[config.mk]
export PLATFORM = sky130hd
export DESIGN_NAME = pipelined_carry_skip_adder
export DESIGN_NICKNAME = d
export VERILOG_FILES = /design/src/rtl/pipelined_carry_skip_adder.sv
export SDC_FILE = /design/constraint.sdc
export NUM_CORES = 1
export LEC_CHECK = 0
export ABC_AREA = 1
export CAP_MARGIN = 40
export CORE_UTILIZATION = 56
export CTS_CLUSTER_DIAMETER = 50
export DETAILED_ROUTE_END_ITERATION = 16
export PLACE_DENSITY_LB_ADDON = 0.12
export REMOVE_ABC_BUFFERS = 1
export SLEW_MARGIN = 15
export SYNTH_ARGS = -nofsm -noshare
export SYNTH_HDL_FRONTEND = slang
export SYNTH_SLANG_ARGS = --single-unit
[constraint.sdc]
create_clock -name clk -period 8.3 [get_ports clk]
set_clock_uncertainty 0.2 [all_clocks]
set_input_delay 1.66 -clock clk [delete_from_list [all_inputs] [get_ports clk]]
set_output_delay 1.66 -clock clk [all_outputs]
set_load 0.01 [all_outputs]
[src/rtl/pipelined_carry_skip_adder.sv]
// Pipelined carry-skip adder/subtractor: N bits split into BLOCK_SIZE-bit skip blocks,
// BLOCKS_PER_STAGE blocks resolved per registered stage, valid/ready on both ends.
`timescale 1ns/1ps
module pipelined_carry_skip_adder #(
  parameter int N                = 32,
  parameter int BLOCK_SIZE       = 4,
  parameter int BLOCKS_PER_STAGE = 2
) (
  input  logic         clk,
  input  logic         rst_n,
  input  logic         in_valid,
  output logic         in_ready,
  input  logic [N-1:0] a,
  input  logic [N-1:0] b,
  input  logic         cin,
  input  logic         sub,
  output logic         out_valid,
  input  logic         out_ready,
  output logic [N-1:0] sum,
  output logic         cout,
  output logic         overflow
);

  localparam int NUM_BLOCKS = (N + BLOCK_SIZE - 1) / BLOCK_SIZE;
  localparam int STAGES     = (NUM_BLOCKS + BLOCKS_PER_STAGE - 1) / BLOCKS_PER_STAGE;
  localparam int LAST       = STAGES - 1;

  logic [N-1:0] bb;
  logic         c0;

  assign bb = sub ? ~b : b;
  assign c0 = sub | cin;

  logic [STAGES-1:0] valid_r;
  logic [STAGES-1:0] carry_r;
  logic [N-1:0]      a_r   [STAGES];
  logic [N-1:0]      bb_r  [STAGES];
  logic [N-1:0]      sum_r [STAGES];

  logic [STAGES-1:0] in_v;
  logic [STAGES-1:0] op_c;
  logic [STAGES-1:0] nxt_c;
  logic [STAGES-1:0] ready;
  logic [N-1:0]      op_a    [STAGES];
  logic [N-1:0]      op_bb   [STAGES];
  logic [N-1:0]      op_sum  [STAGES];
  logic [N-1:0]      nxt_sum [STAGES];

  // Stage 0 is fed from the ports; every later stage from the registers ahead of it.
  always_comb begin : stage_inputs
    op_a[0]   = a;
    op_bb[0]  = bb;
    op_sum[0] = '0;
    op_c[0]   = c0;
    in_v[0]   = in_valid;
    for (int k = 1; k < STAGES; k++) begin
      op_a[k]   = a_r[k-1];
      op_bb[k]  = bb_r[k-1];
      op_sum[k] = sum_r[k-1];
      op_c[k]   = carry_r[k-1];
      in_v[k]   = valid_r[k-1];
    end
  end

  always_comb begin : ready_chain
    logic rdy;
    ready = '0;
    rdy   = out_ready;
    for (int k = STAGES - 1; k >= 0; k--) begin
      rdy      = !valid_r[k] || rdy;
      ready[k] = rdy;
    end
  end

  assign in_ready = ready[0];

  // Each block ripples internally; a fully propagating block passes its own carry-in straight on.
  always_comb begin : carry_skip
    logic         c;
    logic         rc;
    logic         p;
    logic         blk_cin;
    logic         x;
    logic [N-1:0] s;
    c       = 1'b0;
    rc      = 1'b0;
    p       = 1'b1;
    blk_cin = 1'b0;
    x       = 1'b0;
    s       = '0;
    nxt_c   = '0;
    for (int k = 0; k < STAGES; k++) begin
      c       = op_c[k];
      s       = op_sum[k];
      rc      = c;
      p       = 1'b1;
      blk_cin = c;
      for (int i = 0; i < N; i++) begin
        if ((i / BLOCK_SIZE) / BLOCKS_PER_STAGE == k) begin
          if (i % BLOCK_SIZE == 0) begin
            blk_cin = c;
            rc      = c;
            p       = 1'b1;
          end
          x    = op_a[k][i] ^ op_bb[k][i];
          s[i] = x ^ rc;
          rc   = (op_a[k][i] & op_bb[k][i]) | (rc & x);
          p    = p & x;
          if ((i % BLOCK_SIZE == BLOCK_SIZE - 1) || (i == N - 1)) begin
            c = p ? blk_cin : rc;
          end
        end
      end
      nxt_sum[k] = s;
      nxt_c[k]   = c;
    end
  end

  // A stage loads whenever it is ready; data only moves when the stage feeding it is valid.
  always_ff @(posedge clk or negedge rst_n) begin
    if (!rst_n) begin
      valid_r <= '0;
      carry_r <= '0;
      for (int k = 0; k < STAGES; k++) begin
        a_r[k]   <= '0;
        bb_r[k]  <= '0;
        sum_r[k] <= '0;
      end
    end else begin
      for (int k = 0; k < STAGES; k++) begin
        if (ready[k]) begin
          valid_r[k] <= in_v[k];
          if (in_v[k]) begin
            sum_r[k]   <= nxt_sum[k];
            carry_r[k] <= nxt_c[k];
            a_r[k]     <= op_a[k];
            bb_r[k]    <= op_bb[k];
          end
        end
      end
    end
  end

  assign out_valid = valid_r[LAST];
  assign sum       = sum_r[LAST];
  assign cout      = carry_r[LAST];
  assign overflow  = (a_r[LAST][N-1] == bb_r[LAST][N-1]) && (sum_r[LAST][N-1] != a_r[LAST][N-1]);

endmodule

# After elaboration in Yosys (flattened, before gate mapping)
# Index checks and enable logic that the tools add are counted.
op_classes:
  n_eq_ne: 2
  n_mux: 9
  bitwise_logic: 186
  n_reduce_logical: 13
ops:
  columns: ["cell", "count"]
  rows:
  - ["$and A1 B1 Y1", 88]
  - ["$xor A1 B1 Y1", 64]
  - ["$or A1 B1 Y1", 33]
  - ["$mux W32", 1]
  - ["$not A32 Y32", 1]
  - ["$mux W1", 8]
  - ["$reduce_and A2 Y1", 4]
  - ["$logic_not A1 Y1", 4]
  - ["$logic_or A1 B1 Y1", 4]
  - ["$eq A1 B1 Y1", 1]
  - ["$logic_and A1 B1 Y1", 1]
  - ["$ne A1 B1 Y1", 1]
word_totals:
  register_bits: 344
  out_inout_bits: 36
  elab_cells: 230

# Longest topological paths before layout
# Gate-level depths: netlist of run 1.
logic_depth:
  word_depth: 21
  ltp_mapped: 19
  depth_no_buf: 18

# Worst setup path before layout of run 1
# No wires, ideal clock.
synth_timing:
  kind: "input port to flip-flop"
  startpoint: "in sub"
  endpoint: "reg sum_r (netlist bit nxt_sum[71])"
  setup_time_ps: 131
  t_arrival_ps: 5722
  required_ps: 7969
  slack_ps: 2247
  cell_stages: 18
  path_buffers: 2
  cell_sequence: "buf_2 -> buf_2 -> xnor2_1 -> fa_1 -> fa_1 -> fa_1 -> fa_1 -> o21bai_1 -> and2_1 -> fa_1 -> inv_1 -> fa_1 -> inv_1 -> fa_1 -> inv_1 -> fa_1 -> nand2_1 -> o21ai_0"
synth_lines:
  columns: ["element", "line_no", "text"]
  rows:
  - ["from (decl)", "16", "input logic sub,"]
  - ["to (signal, indexed assignment)", "134", "sum_r[k] <= nxt_sum[k];"]
  - ["to (decl)", "38", "logic [N-1:0] sum_r [STAGES];"]

==> results by group, run 1 <==
Status
  • Status: finished, final reports clean

Worst setup path
  • Crit-path max FO: 15
  • Worst setup SP type: input pin
  • Critical path class: input pin to register
  • CP endpoint kind: register
  • Most used cell, CP: fa_1
  • Critical Path, Cell by Cell: buf_2, xnor2_1, fa_1, fa_1, fa_1, fa_1, o21bai_1, and2_1, fa_1, inv_1, fa_1, inv_1, fa_1, inv_1, fa_1, nand2_1, o21ai_0
  • Cell family with most CP delay: adder cells
  • WP data arrival: 6.05 ns
  • Slowest stage cell, crit path: fa_1
  • Critical path buffers and inverters: 4
  • Req. time, crit path: 8.39 ns
  • Max stage delay on crit path: 0.45 ns

Pwr
  • Flop pwr share: 0.433
  • PwrDens: 300.6 mW/mm²
  • Clock Power Share: 0.267
  • Switching pwr: 975.5 µW
  • Combinational power share: 0.300
  • Switching share of power: 0.3082
  • Pint: 2.189 mW
  • Pleak: 5.207 nW
  • Peak VDD IR: 0.1618 mV

Detailed routing
  • Vias/cell: 5.077
  • Via count: 5,869
  • Avg WL per Cell: 14.79 µm
  • DRC viols: 0
  • Post-Route WL: 17.10 mm
  • ANT nets after route: 0
  • Detailed Routing Iterations Pass 1: 4
  • DRT iter0 DRCs: 324

Synth
  • Synth area leader: dfrtp_1
  • Netlist Area Pre-Place: 0.008642 mm²
  • Register area share after synthesis: 0.5386
  • Synth top area cells: dfrtp_1 (54%), nand2_1 (9.8%), fa_1 (7.4%)
  • Post-synth top area share: 0.5386
  • Ys flop type: dfrtp_1
  • Synth Register Bits: 186
  • Syn Area/Cell: 10.04 µm²
  • Post-synth ARST share: 1.000
  • Yosys cell types: 26
  • Post-synth EDFFs: 0
  • Top-count cell post-synth: nand2_1
  • Synth Warn #: 0
  • Commonest cells in the netlist: nand2_1 (225), dfrtp_1 (186), inv_1 (100), o21ai_0 (71), nand3_1 (36)
  • Post-Syn Instances: 861

Placed design
  • Port-buffer cells: 105
  • DP Wirelength: 11.24 mm
  • Placer Congestion: 0.7913
  • Area after DPL: 0.009864 mm²

Clock tree
  • Cts hold-fix bufs: 0
  • Num CTS Buffers: 17
  • CTS Sinks: 186
  • Post_cts resized: 0
  • Post-CTS setup buffers: 0
  • Clk buf depth: 2
  • CTS H-tree lvls: 4
  • Clock Latency Late Sink: 0.43 ns
  • Clock-pin slew on the worst setup and hold paths: 0.06 ns
  • CTS tree: done
  • CTS root buf: clkbuf_16

Timing
  • Fmax: 167.8 MHz
  • Tcrit/Tclk final: 0.7178
  • Fin. max-slew vios: 0
  • Min Tclk post-route: 5.958 ns
  • Fin Setup TNS: 0 ns
  • Slew @ Worst Pin: 0.5111 ns
  • Final hold viol count: 0
  • Slew HR: 0.6593
  • Final setup violation count: 0
  • RSZ-0062 raised after global routing: no

GRT
  • Total track usage: 0.2350
  • Initial antenna violation count: 0
  • Largest net degree at the start of global routing: 108
  • Total grt overflow: 0
  • First-pass GRT wire length: 28.99 mm
  • Vias in the first global route: 6,078

Die
  • Core Region: 0.01515 mm²
  • Die width: 126.2 µm
  • DIE AREA: 0.01593 mm²
  • Initial Util: 0.5706
  • I/O Pins: 106
  • Num rows: 45
  • Die Ht: 126.2 µm

Cells and area
  • Layout Nets: 1,090
  • Share of cells above drive strength 1: 0.08161
  • Antenna Cells: 0
  • Post-route core utilization: 0.6953
  • Synthesis-to-finish area growth: 21.85%
  • Fin area: 0.01053 mm²

Job
  • Max Cap Violations: 0

Hold path
  • Hold/Removal Path Class: register to register
## cells by family after synthesis
logic type / synth area share
AO/OA/AOI/OAI: 0.06573
multiplexers: 0.03909
flip-flops: 0.5386
XOR/XNOR: 0.03243
AND/OR/NAND/NOR: 0.1361
adder cells (fa/ha/maj): 0.1205
buffers and inverters: 0.06761
## worst reg2reg max path: stages, from the launching register on
cell	delay [ns]
dfrtp_1	0.41
inv_1	0.12
fa_1	0.19
inv_1	0.06
fa_1	0.37
fa_1	0.40
fa_1	0.36
o21ai_0	0.12
nand2_1	0.11
fa_1	0.40
fa_1	0.40
fa_1	0.37
inv_1	0.07
fa_1	0.39
o21ai_0	0.18
## placed cells by master (no fill, tap or decap), types with 6 or more instances in the layout
cell type        netlist  routed
buf_4                  3       6
dfrtp_1              186     186
inv_1                100     100
xor2_1                26      26
mux2_2                30      30
xnor2_1                6       6
nand2_1              225     223
nand3_1               36      36
o21ai_1               30      30
fa_1                  32      32
a21oi_1               11      11
clkbuf_16              0      17
clkdlybuf4s50_1        0     103
o21ai_0               71      71
nor2_1                23      23
ha_1                  32      32
## through the flow
stage	cells	setup slack [ns]	hold WS [ns]	power, mW
2_1_floorplan	820	2.519	0.2380	1.911
3_3_place_gp	1119	2.038	0.2499	2.277
3_5_place_dp	1123	1.881	0.2613	2.343
4_1_cts	1154	2.330	0.2760	3.198
5_1_grt	1156	2.093	0.2914	3.386
6_report	1156	2.342	0.2720	3.165
## per-layer routing
metal,share of wire,routed length (µm),vias to the layer above,GRT usage
li1,-,-,2855,-
met1,0.43,7303,2882,0.2938
met2,0.52,8847,120,0.4079
met3,0.045,770,12,0.04928
met4,0.011,180,0,0.07867
met5,0,0,-,0
## path summary, 6_finish.rpt
kind                             startpoint          endpoint  slack, ns  depth (start not counted)
min in group asynchronous             rst_n          a_r[127]       0.95                          1
min reg2reg                carry_skip.s[18]  carry_skip.s[18]       0.27                          2
max                                     sub       nxt_sum[71]       2.34                         17
max in group asynchronous             rst_n   carry_skip.s[4]       5.99                          3
min                        carry_skip.s[18]  carry_skip.s[18]       0.27                          2
max reg2reg                      carry_r[2]           sum[31]       4.08                         14
## sequential cells by signal, indices dropped and copies added (netlist names)
name / cells
sum: 32
bb_r: 49
carry_r: 4
carry_skip.s: 24
nxt_sum: 24
valid_r: 4
a_r: 49
## power groups by stage
stage	combinational, mW	sequential, mW	clock [mW]
detailed placement	0.955	1.39	0
floorplan	0.525	1.39	0
global route	1.08	1.41	0.892
CTS	0.964	1.38	0.859
global placement	0.906	1.37	0
finish	0.949	1.37	0.845
## area by class of cell
cell class,instances,area (µm²)
well taps,188,235.2
repair buffers,117,1237
fillers,1148,4616
inverters,101,379.1
multi-input cells,533,3413
clock buffers,23,467.9
flip-flops and latches,186,4654
clock inverters,8,142.6
(Power assumes the default switching activity.)
==> inputs of run 2 (changes only) <==
Clock period 8.3 ns to 5.61 ns, I/O delays scaled along.
==> run 2 against run 1 <==
Effect of this change:
- cell count grew 0.17%
- largest power group unchanged
- critical endpoint unchanged
- first-iteration DRC count rose by 10%
- register-to-register slack lost 2.7 ns
==> results by group, run 2 (synthesis gave the netlist of run 1 again) <==
Job
  • Max Cap Violations: 0 (unchanged)

Worst setup path
  • WP data arrival: 5.46 ns (-0.59 ns)
  • Path depth of the worst reg2reg path: 14 (unchanged)
  • Critical path class: input pin to register
  • Max stage delay on crit path: 0.50 ns (+0.05 ns)
  • Critical Path, Cell by Cell: clkdlybuf4s50_1, inv_1, fa_1, fa_1, fa_1, fa_1, o21bai_1, and2_1, fa_1, inv_1, fa_1, inv_1, fa_1, inv_1, fa_1, nand2_1, o21ai_0
  • Req. time, crit path: 5.70 ns (-2.69 ns)
  • RR Endpoint: nxt_sum[47]
  • Cell family with most CP delay: adder cells
  • Crit-path max FO: 2 (-13)
  • Most used cell, CP: fa_1
  • FF-to-FF setup slack: 1.34 ns (-2.74 ns)
  • Critical path buffers and inverters: 5 (+1)
  • Worst reg2reg startpoint: carry_r[0]
  • Worst setup SP type: input pin
  • Slowest stage cell, crit path: clkdlybuf4s50_1
  • CP endpoint kind: register

Detailed routing
  • ANT nets after route: 0 (unchanged)
  • Vias/cell: 5.174 (+1.9%)
  • DRT iter0 DRCs: 357 (+10%)
  • Via count: 5,992 (+2.1%)
  • DRC viols: 0 (unchanged)
  • Detailed Routing Iterations Pass 1: 5 (+1)
  • Post-Route WL: 16.98 mm (-0.69%)
  • Avg WL per Cell: 14.67 µm (-0.86%)

Hold path
  • Hold path endpoint: carry_skip.s[21]
  • Hold/Removal Path Class: register to register
  • HP Start: carry_skip.s[21]
  • Hold depth: 2 (unchanged)

Timing
  • Final hold viol count: 0 (unchanged)
  • Fmax: 186.3 MHz
  • Fin Setup TNS: 0 ns (unchanged)
  • Final setup violation count: 0 (unchanged)
  • Fin. max-slew vios: 0 (unchanged)
  • RSZ-0062 raised after global routing: no
  • Slew HR: 0.4792 (-0.1801)
  • Min Tclk post-route: 5.369 ns
  • Slew @ Worst Pin: 0.7812 ns (+0.2702 ns)
  • Tcrit/Tclk final: 0.9570

Clock tree
  • Post_cts resized: 0 (unchanged)
  • CTS H-tree lvls: 4 (unchanged)
  • Clk buf depth: 2 (unchanged)
  • Clock Latency Late Sink: 0.42 ns (about the same)
  • Clock-pin slew on the worst setup and hold paths: 0.06 ns (about the same)
  • CTS root buf: clkbuf_16
  • Num CTS Buffers: 17 (unchanged)
  • CTS Sinks: 186 (unchanged)
  • CTS tree: done
  • Cts hold-fix bufs: 0 (unchanged)
  • Post-CTS setup buffers: 0 (unchanged)

GRT
  • Total track usage: 0.2362 (+0.001260)
  • Initial antenna violation count: 0 (unchanged)
  • Total grt overflow: 0 (unchanged)
  • Largest net degree at the start of global routing: 100 (-7.4%)
  • Vias in the first global route: 6,248 (+2.8%)
  • First-pass GRT wire length: 29.27 mm (+0.95%)

Placed design
  • Port-buffer cells: 105 (unchanged)
  • Placed Cells incl. Taps: 1,126 (+0.27%)
  • DP Wirelength: 11.72 mm (+4.2%)
  • Placer Congestion: 0.8202 (+3.7%)

Pwr
  • Peak VDD IR: 0.2676 mV (+65%)
  • PwrDens: 443.1 mW/mm² (+47%)
  • Pleak: 5.179 nW (-0.53%)
  • Total chip power: 4.634 mW (+46%)

Cells and area
  • Antenna Cells: 0 (unchanged)
  • Share of cells above drive strength 1: 0.08247 (+0.0008627)
  • Most frequent cells in the layout: nand2_1 (223), dfrtp_1 (186), clkdlybuf4s50_1 (103), inv_1 (100), o21ai_0 (71)
  • Synthesis-to-finish area growth: 20.99%
  • Post-route core utilization: 0.6904 (-0.004874)
  • Most common cell after layout, fill and taps aside: nand2_1
  • Non-filler cells, final: 1,158 (+0.17%)
  • Number of fill cells in the layout: 1,139 (-0.78%)
  • Layout Nets: 1,091 (+0.092%)

Status
  • Status: finished, final reports clean

Die
  • Die width: 126.2 µm (unchanged)
  • DIE AREA: 0.01593 mm² (unchanged)
  • Core Region: 0.01515 mm² (unchanged)
  • Die Ht: 126.2 µm (unchanged)
  • I/O Pins: 106 (unchanged)
  • Initial Util: 0.5706 (unchanged)
  • Num rows: 45 (unchanged)
==> run 2: changes by cell type in the layout (fill, tap and decap cells not counted), sizes merged <==
cell / previous run / this run
clkbuf: 24 / 25
buf: 13 / 14
bufinv: 4 / 3
clkinv: 3 / 4
==> run 2: tightest hold or removal path, delay by kind of cell (launching register included) <==
kind / cells / cell delay, ns
simple gates: 2 / 0.10
flops: 1 / 0.34
==> run 2: final cells by class <==
class	count	area, µm²	share of cell area
Timing Repair Buffer	118	1185	0.1133
Clock buffer	24	471.7	0.04511
Sequential cell	186	4654	0.4451
Tap cell	188	235.2	0.02250
Clock inverter	8	117.6	0.01125
Multi-Input combinational cell	533	3413	0.3264
Inverter	101	379.1	0.03626
==> run 2: how the worst max path moves through the flow <==
stage          start     endpoint  slack (ns)  cells past startpoint
2_1_floorplan   b[0]  nxt_sum[71]        0.37                     16
3_3_place_gp    b[0]  nxt_sum[71]       -0.07                     17
3_5_place_dp    b[0]  nxt_sum[71]       -0.22                     17
4_1_cts         b[0]  nxt_sum[71]        0.23                     17
5_1_grt         b[0]  nxt_sum[71]        0.05                     17
6_report        a[0]  nxt_sum[71]        0.24                     17
==> run 2: where the power goes <==
group	leakage (nW)	internal [mW]	switching, mW
Combinational	2.61	0.698	0.700
Clock	0.288	0.722	0.482
Sequential	2.28	1.77	0.262
Total	5.18	3.19	1.44
==> run 2: stage by stage <==
stage	worst slack, ns	hold WS (ns)	area, µm²
2_1_floorplan	0.3671	0.2380	8437
3_3_place_gp	-0.07185	0.2498	9807
3_5_place_dp	-0.2238	0.2563	9867
4_1_cts	0.2282	0.2722	10460
5_1_grt	0.05324	0.2996	10460
6_report	0.2410	0.2711	10460
==> run 2: per-layer routing <==
metal,vias up,part of all wire,GRT usage
met1,3002,0.42,0.2950
met2,114,0.52,0.4085
met4,0,0.014,0.08434
li1,2853,-,-
met3,23,0.042,0.04885
met5,-,0,0
==> inputs of run 3 (changes only) <==
--- a/config.mk
+++ b/config.mk
@@ -8,4 +8,7 @@
 export ABC_AREA = 1
+export ABC_CLOCK_PERIOD_IN_PS = 5610
 export CAP_MARGIN = 40
-export CORE_UTILIZATION = 56
+export CELL_PAD_IN_SITES_DETAIL_PLACEMENT = 1
+export CELL_PAD_IN_SITES_GLOBAL_PLACEMENT = 1
+export CORE_UTILIZATION = 44
 export CTS_CLUSTER_DIAMETER = 50
--- a/constraint.sdc
+++ b/constraint.sdc
@@ -4,2 +4,2 @@
 set_output_delay 1.122 -clock clk [all_outputs]
-set_load 0.01 [all_outputs]
+set_load 0.05 [all_outputs]
==> run 3 against run 2 <==
Effect of this change:
- clock-buffer cell count down 5
- power up 11%
- via count down 0.70%
- register-to-register slack worse by 0.03 ns
- cell count up 6.3%
- clock power up 8%
- cell area up 1.8%
- sequential share of layout area down 0.79 points
- die area up 27%
- worst hold slack about the same
- critical path type unchanged
==> results by group, run 3 (synthesis gave the netlist of run 1 again) <==
Timing
  • Final hold viol count: 0 (unchanged)
  • Fmax: 187.9 MHz (+0.86%)
  • Slew @ Worst Pin: 0.7081 ns (-0.07308 ns)
  • Fin. max-slew vios: 0 (unchanged)
  • Slew HR: 0.5268 (+0.04760)
  • RSZ-0062 raised after global routing: no
  • Fin Setup TNS: 0 ns (unchanged)
  • Tcrit/Tclk final: 0.9489 (-0.008169)
  • Hold WS: 0.2714 ns (+0.0002780 ns)
  • Final setup violation count: 0 (unchanged)
  • Min Tclk post-route: 5.323 ns (-0.04583 ns)

Worst setup path
  • Critical path class: input pin to register
  • Critical Path, Cell by Cell: clkdlybuf4s50_1, inv_1, fa_1, fa_1, fa_1, fa_1, o21bai_1, and2_1, fa_1, inv_1, fa_1, inv_1, fa_1, inv_1, fa_1, nand2_1, o21ai_0
  • Max stage delay on crit path: 0.50 ns (about the same)
  • Req. time, crit path: 5.72 ns (+0.02 ns)
  • CP endpoint kind: register
  • WP data arrival: 5.44 ns (-0.02 ns)
  • Slowest stage cell, crit path: clkdlybuf4s50_1
  • Most used cell, CP: fa_1
  • Crit-path max FO: 2 (unchanged)
  • Worst setup SP type: input pin

Detailed routing
  • ANT nets after route: 0 (unchanged)
  • Via count: 5,950 (-0.70%)
  • Detailed Routing Iterations Pass 1: 5 (unchanged)
  • Vias/cell: 4.833 (-6.6%)
  • Post-Route WL: 19.34 mm (+14%)
  • Avg WL per Cell: 15.71 µm (+7.1%)
  • DRT iter0 DRCs: 243 (-32%)
  • DRC viols: 0 (unchanged)

Status
  • Status: finished, final reports clean

Clock tree
  • CTS H-tree lvls: 4 (unchanged)
  • CTS root buf: clkbuf_16
  • Num CTS Buffers: 17 (unchanged)
  • Clk buf depth: 2 (unchanged)
  • Post-CTS setup buffers: 0 (unchanged)
  • Clock-pin slew on the worst setup and hold paths: 0.07 ns (about the same)
  • CTS Sinks: 186 (unchanged)
  • CTS tree: done
  • Clock Latency Late Sink: 0.43 ns (about the same)
  • Cts hold-fix bufs: 0 (unchanged)
  • Post_cts resized: 0 (unchanged)

Placed design
  • Placer Congestion: 0.7226 (-12%)
  • Port-buffer cells: 105 (unchanged)
  • DP Wirelength: 13.35 mm (+14%)
  • Area after DPL: 0.009985 mm² (+1.2%)

Die
  • I/O Pins: 106 (unchanged)
  • Die width: 142.1 µm (+13%)
  • Initial Util: 0.4559 (-0.1147)
  • Num rows: 50 (+11%)
  • Die Ht: 142.1 µm (+13%)
  • Core Region: 0.01896 mm² (+25%)
  • DIE AREA: 0.02021 mm² (+27%)

Cells and area
  • Synthesis-to-finish area growth: 23.18%
  • Layout Nets: 1,092 (+0.092%)
  • Most common cell after layout, fill and taps aside: nand2_1
  • Most frequent cells in the layout: nand2_1 (223), dfrtp_1 (186), clkdlybuf4s50_1 (103), inv_1 (100), o21ai_0 (71)
  • Fin area: 0.01065 mm² (+1.8%)
  • Antenna Cells: 0 (unchanged)
  • Share of cells above drive strength 1: 0.08857 (+0.006094)

Pwr
  • Total chip power: 5.157 mW (+11%)
  • Pleak: 5.218 nW (+0.75%)
  • PwrDens: 484.4 mW/mm² (+9.3%)
  • Peak VDD IR: 0.2391 mV (-11%)

GRT
  • Largest net degree at the start of global routing: 63 (-37%)
  • Total track usage: 0.2136 (-0.02266)
  • Initial antenna violation count: 0 (unchanged)
  • Total grt overflow: 0 (unchanged)
  • Vias in the first global route: 6,689 (+7.1%)
  • First-pass GRT wire length: 33.15 mm (+13%)

Hold path
  • Hold/Removal Path Class: register to register

Job
  • Max Cap Violations: 0 (unchanged)
==> run 3: path summary, 6_finish.rpt <==
check	slack, ns	endpoint	start	cells past startpoint
worst max-delay path	0.29	nxt_sum[71]	a[0]	17
worst min-delay path	0.27	carry_skip.s[21]	carry_skip.s[21]	2
worst max register to register	1.31	sum[31]	carry_r[2]	14
worst min register to register	0.27	carry_skip.s[21]	carry_skip.s[21]	2
max in group asynchronous	3.58	carry_skip.s[0]	rst_n	3
min in group asynchronous	0.45	valid_r[3]	rst_n	1
==> run 3: worst max-delay path: cells and delay by family <==
family	cells	cell delay (ns)
adder cells (fa/ha/maj)	8	3.01
buffers and inverters	5	0.79
AO/OA/AOI/OAI	2	0.26
AND/OR/NAND/NOR	2	0.23
==> run 3: layout make-up <==
| cell class | instances | area [µm²] |
|---|---|---|
| Sequential cell | 186 | 4654 |
| Clock inverter | 13 | 187.7 |
| Fill cell | 2087 | 8310 |
| Tap cell | 260 | 325.3 |
| Timing Repair Buffer | 119 | 1232 |
| Inverter | 101 | 379.1 |
| Clock buffer | 19 | 452.9 |
| Multi-Input combinational cell | 533 | 3413 |
==> run 3: routing by layer <==
| metal | track usage | part of all wire | vias to the layer above |
|---|---|---|---|
| met5 | 0 | 0 | - |
| met4 | 0.06565 | 0.013 | 0 |
| met1 | 0.2490 | 0.41 | 2979 |
| li1 | - | - | 2859 |
| met2 | 0.3932 | 0.55 | 91 |
| met3 | 0.04273 | 0.035 | 21 |
==> run 3: report_power, final <==
part / internal (mW) / total [mW] / switching [mW]
Sequential: 1.77 / 2.04 / 0.273
Combinational: 0.711 / 1.82 / 1.11
Clock: 0.774 / 1.30 / 0.522
Total: 3.25 / 5.16 / 1.90
==> run 3: per-stage QoR <==
step | std cells | util | worst slack [ns]
finish | 1231 | 0.5616 | 0.2869
global route | 1231 | 0.5616 | 0.1277
CTS | 1230 | 0.5605 | 0.2762
detailed placement | 1198 | 0.5267 | -0.1946
global placement | 1195 | 0.5228 | -0.07871
floorplan | 820 | - | 0.3671
==> edit (settings of run 3) <==
The parameter `N` goes from 32 to 16.
--- a/src/rtl/pipelined_carry_skip_adder.sv
+++ b/src/rtl/pipelined_carry_skip_adder.sv
@@ -2,7 +2,7 @@
 // BLOCKS_PER_STAGE blocks resolved per registered stage, valid/ready on both ends.
 `timescale 1ns/1ps
 module pipelined_carry_skip_adder #(
-  parameter int N                = 32,
+  parameter int N                = 16,
   parameter int BLOCK_SIZE       = 4,
   parameter int BLOCKS_PER_STAGE = 2
 ) (
Ports: changed (resized a, b and sum); port bits go from 106 to 58. No check against the original RTL was run, so the function may have changed too.
==> edit against run 3 <==
Register-to-register slack better by 0.09 ns; area after synthesis is 69% lower; sequential power decreased by 75%; combinational power down 66%; synthesized cell count shrank 67%; design area shrank 69%; setup slack got worse by 0.10 ns; sequential cell count fell by 140; non-clock buffer count decreased by 58; total power fell by 75%; routed wire length shrank 71%; critical endpoint is now carry_skip.s[7]$_DFFE_PN0P_; largest cell class is now multi-input gates.
==> edit: results (changes against run 3) <==
[worst_setup_path]
arrival_ns = 5.41  ; -0.03 ns
cp_slowest_stage_delay_ns = 0.42  ; -0.08 ns

[global_route]
met2_usage_pct = 35.6  ; -3.8 points
first_global_vias = 2057  ; -69%
use_met1_pct = 23.5  ; -1.4 points
grt_max_degree = 42  ; -33%
grt_first_pass_wirelength_um = 9560  ; -71%
grtUsageTotal_pct = 20.0  ; -1.3 points
grtUsageMet3_pct = 4.57  ; +0.30 points

[power]
ir_drop_uv = 203  ; -15%
intPower_w = 0.000739  ; -77%
p_leak_nw = 1.65  ; -68%

[synth]
synth_area_leaders = dfrtp_1, nand2_1, fa_1
synth_cell_types = 23  ; -12%
synthTopCellsByCount = nand2_1, dfrtp_1, inv_1
synth_cells = 281  ; -67%

[clocking]
cts_buffers = 5  ; -12
clock_latency_ns = 0.30  ; -0.13 ns
cts-root-buf = clkbuf_8
h-tree-depth = 2  ; -2

[placement]
pre_cts_slack_ns = -0.309  ; -0.114 ns
dp_cells = 405  ; -66%
hpwl_um = 4200  ; -69%
gp_congestion = 0.785  ; +8.6%

[finish]
drive_above_1_share_pct = 5.34  ; -3.5 points
fillCellCount = 690  ; -67%

[detailed_routing]
drt_first_pass_iters = 4  ; -1
wl_per_cell_um = 13.4  ; -15%
finalWirelength_um = 5530  ; -71%
viasPerCell = 4.79  ; -0.92%

[timing]
slew_headroom_pct = 56.9  ; +4.2 points

[outcome]
status = completed

==> edit: cell types whose count changed in the layout (fill, tap and decap cells not counted), sizes merged, moves of 25 or more <==
cell / run 3 / this run
clkdlybuf4s50: 103 / 55
dfrtp: 186 / 46
inv: 105 / 29
mux2: 30 / 0
nand2: 226 / 94
o21ai: 101 / 22
xor2: 26 / 1
==> edit: worst max-delay path: cells and delay by family <==
kind	cells	cell delay, ns
adder cells (fa/ha/maj)	8	3.16
AND/OR/NAND/NOR	3	0.29
buffers and inverters	2	0.50
XOR/XNOR	1	0.16
AO/OA/AOI/OAI	1	0.18
==> edit: final timing paths <==
| check | cells past startpoint | slack [ns] | from | end |
|---|---|---|---|---|
| max | 15 | 0.19 | b[0] | carry_skip.s[7]$_DFFE_PN0P_ |
| min | 2 | 0.27 | sum[14]$_DFFE_PN0P_ | sum[14]$_DFFE_PN0P_ |
| max in group asynchronous | 2 | 4.07 | rst_n | carry_skip.s[6]$_DFFE_PN0P_ |
| max reg2reg | 14 | 1.40 | carry_r[0]$_DFFE_PN0P_ | sum[15]$_DFFE_PN0P_ |
| min in group asynchronous | 1 | 0.61 | rst_n | a_r[15]$_DFFE_PN0P_ |
| min reg2reg | 2 | 0.27 | sum[14]$_DFFE_PN0P_ | sum[14]$_DFFE_PN0P_ |
==> edit: through the flow <==
stage,TNS [ns],cell area [µm²],hold WS [ns]
global route,0,3350,0.302
CTS,0,3350,0.278
finish,0,3350,0.275
global placement,-0.106,3250,0.255
floorplan,0,2560,0.249
detailed placement,-0.431,3270,0.258
==> edit: cell type report <==
class / instances / area share (%)
tap: 75 / 2.80
timing repair buffer: 61 / 18.4
sequential: 46 / 34.3
clock buffer: 7 / 2.28
multi-input combinational: 194 / 38.9
inverter: 29 / 3.25
==> edit: logic make-up after synthesis <==
kind of cell	after synthesis	share of synthesized area, %
simple gates	122	19.2
flops	46	43.0
compound gates	24	4.86
fa+ha+maj	32	19.5
xor+xnor	16	5.24
buf+inv	41	8.18
==> edit: metal layers <==
layer  wire [µm]  vias up
li1            -      961
met1        2400      962
met2        2850       40
met3         174       10
met4         103        0
met5           0        -
==> edit: power groups by stage <==
stage | Combinational (W) | Clock [W] | Sequential, W
3_5_place_dp | 0.000627 | 0 | 0.000507
3_3_place_gp | 0.000607 | 0 | 0.000505
6_report | 0.000617 | 0.000192 | 0.000500
2_1_floorplan | 0.000210 | 0 | 0.000686
4_1_cts | 0.000629 | 0.000197 | 0.000502
5_1_grt | 0.000677 | 0.000207 | 0.000516
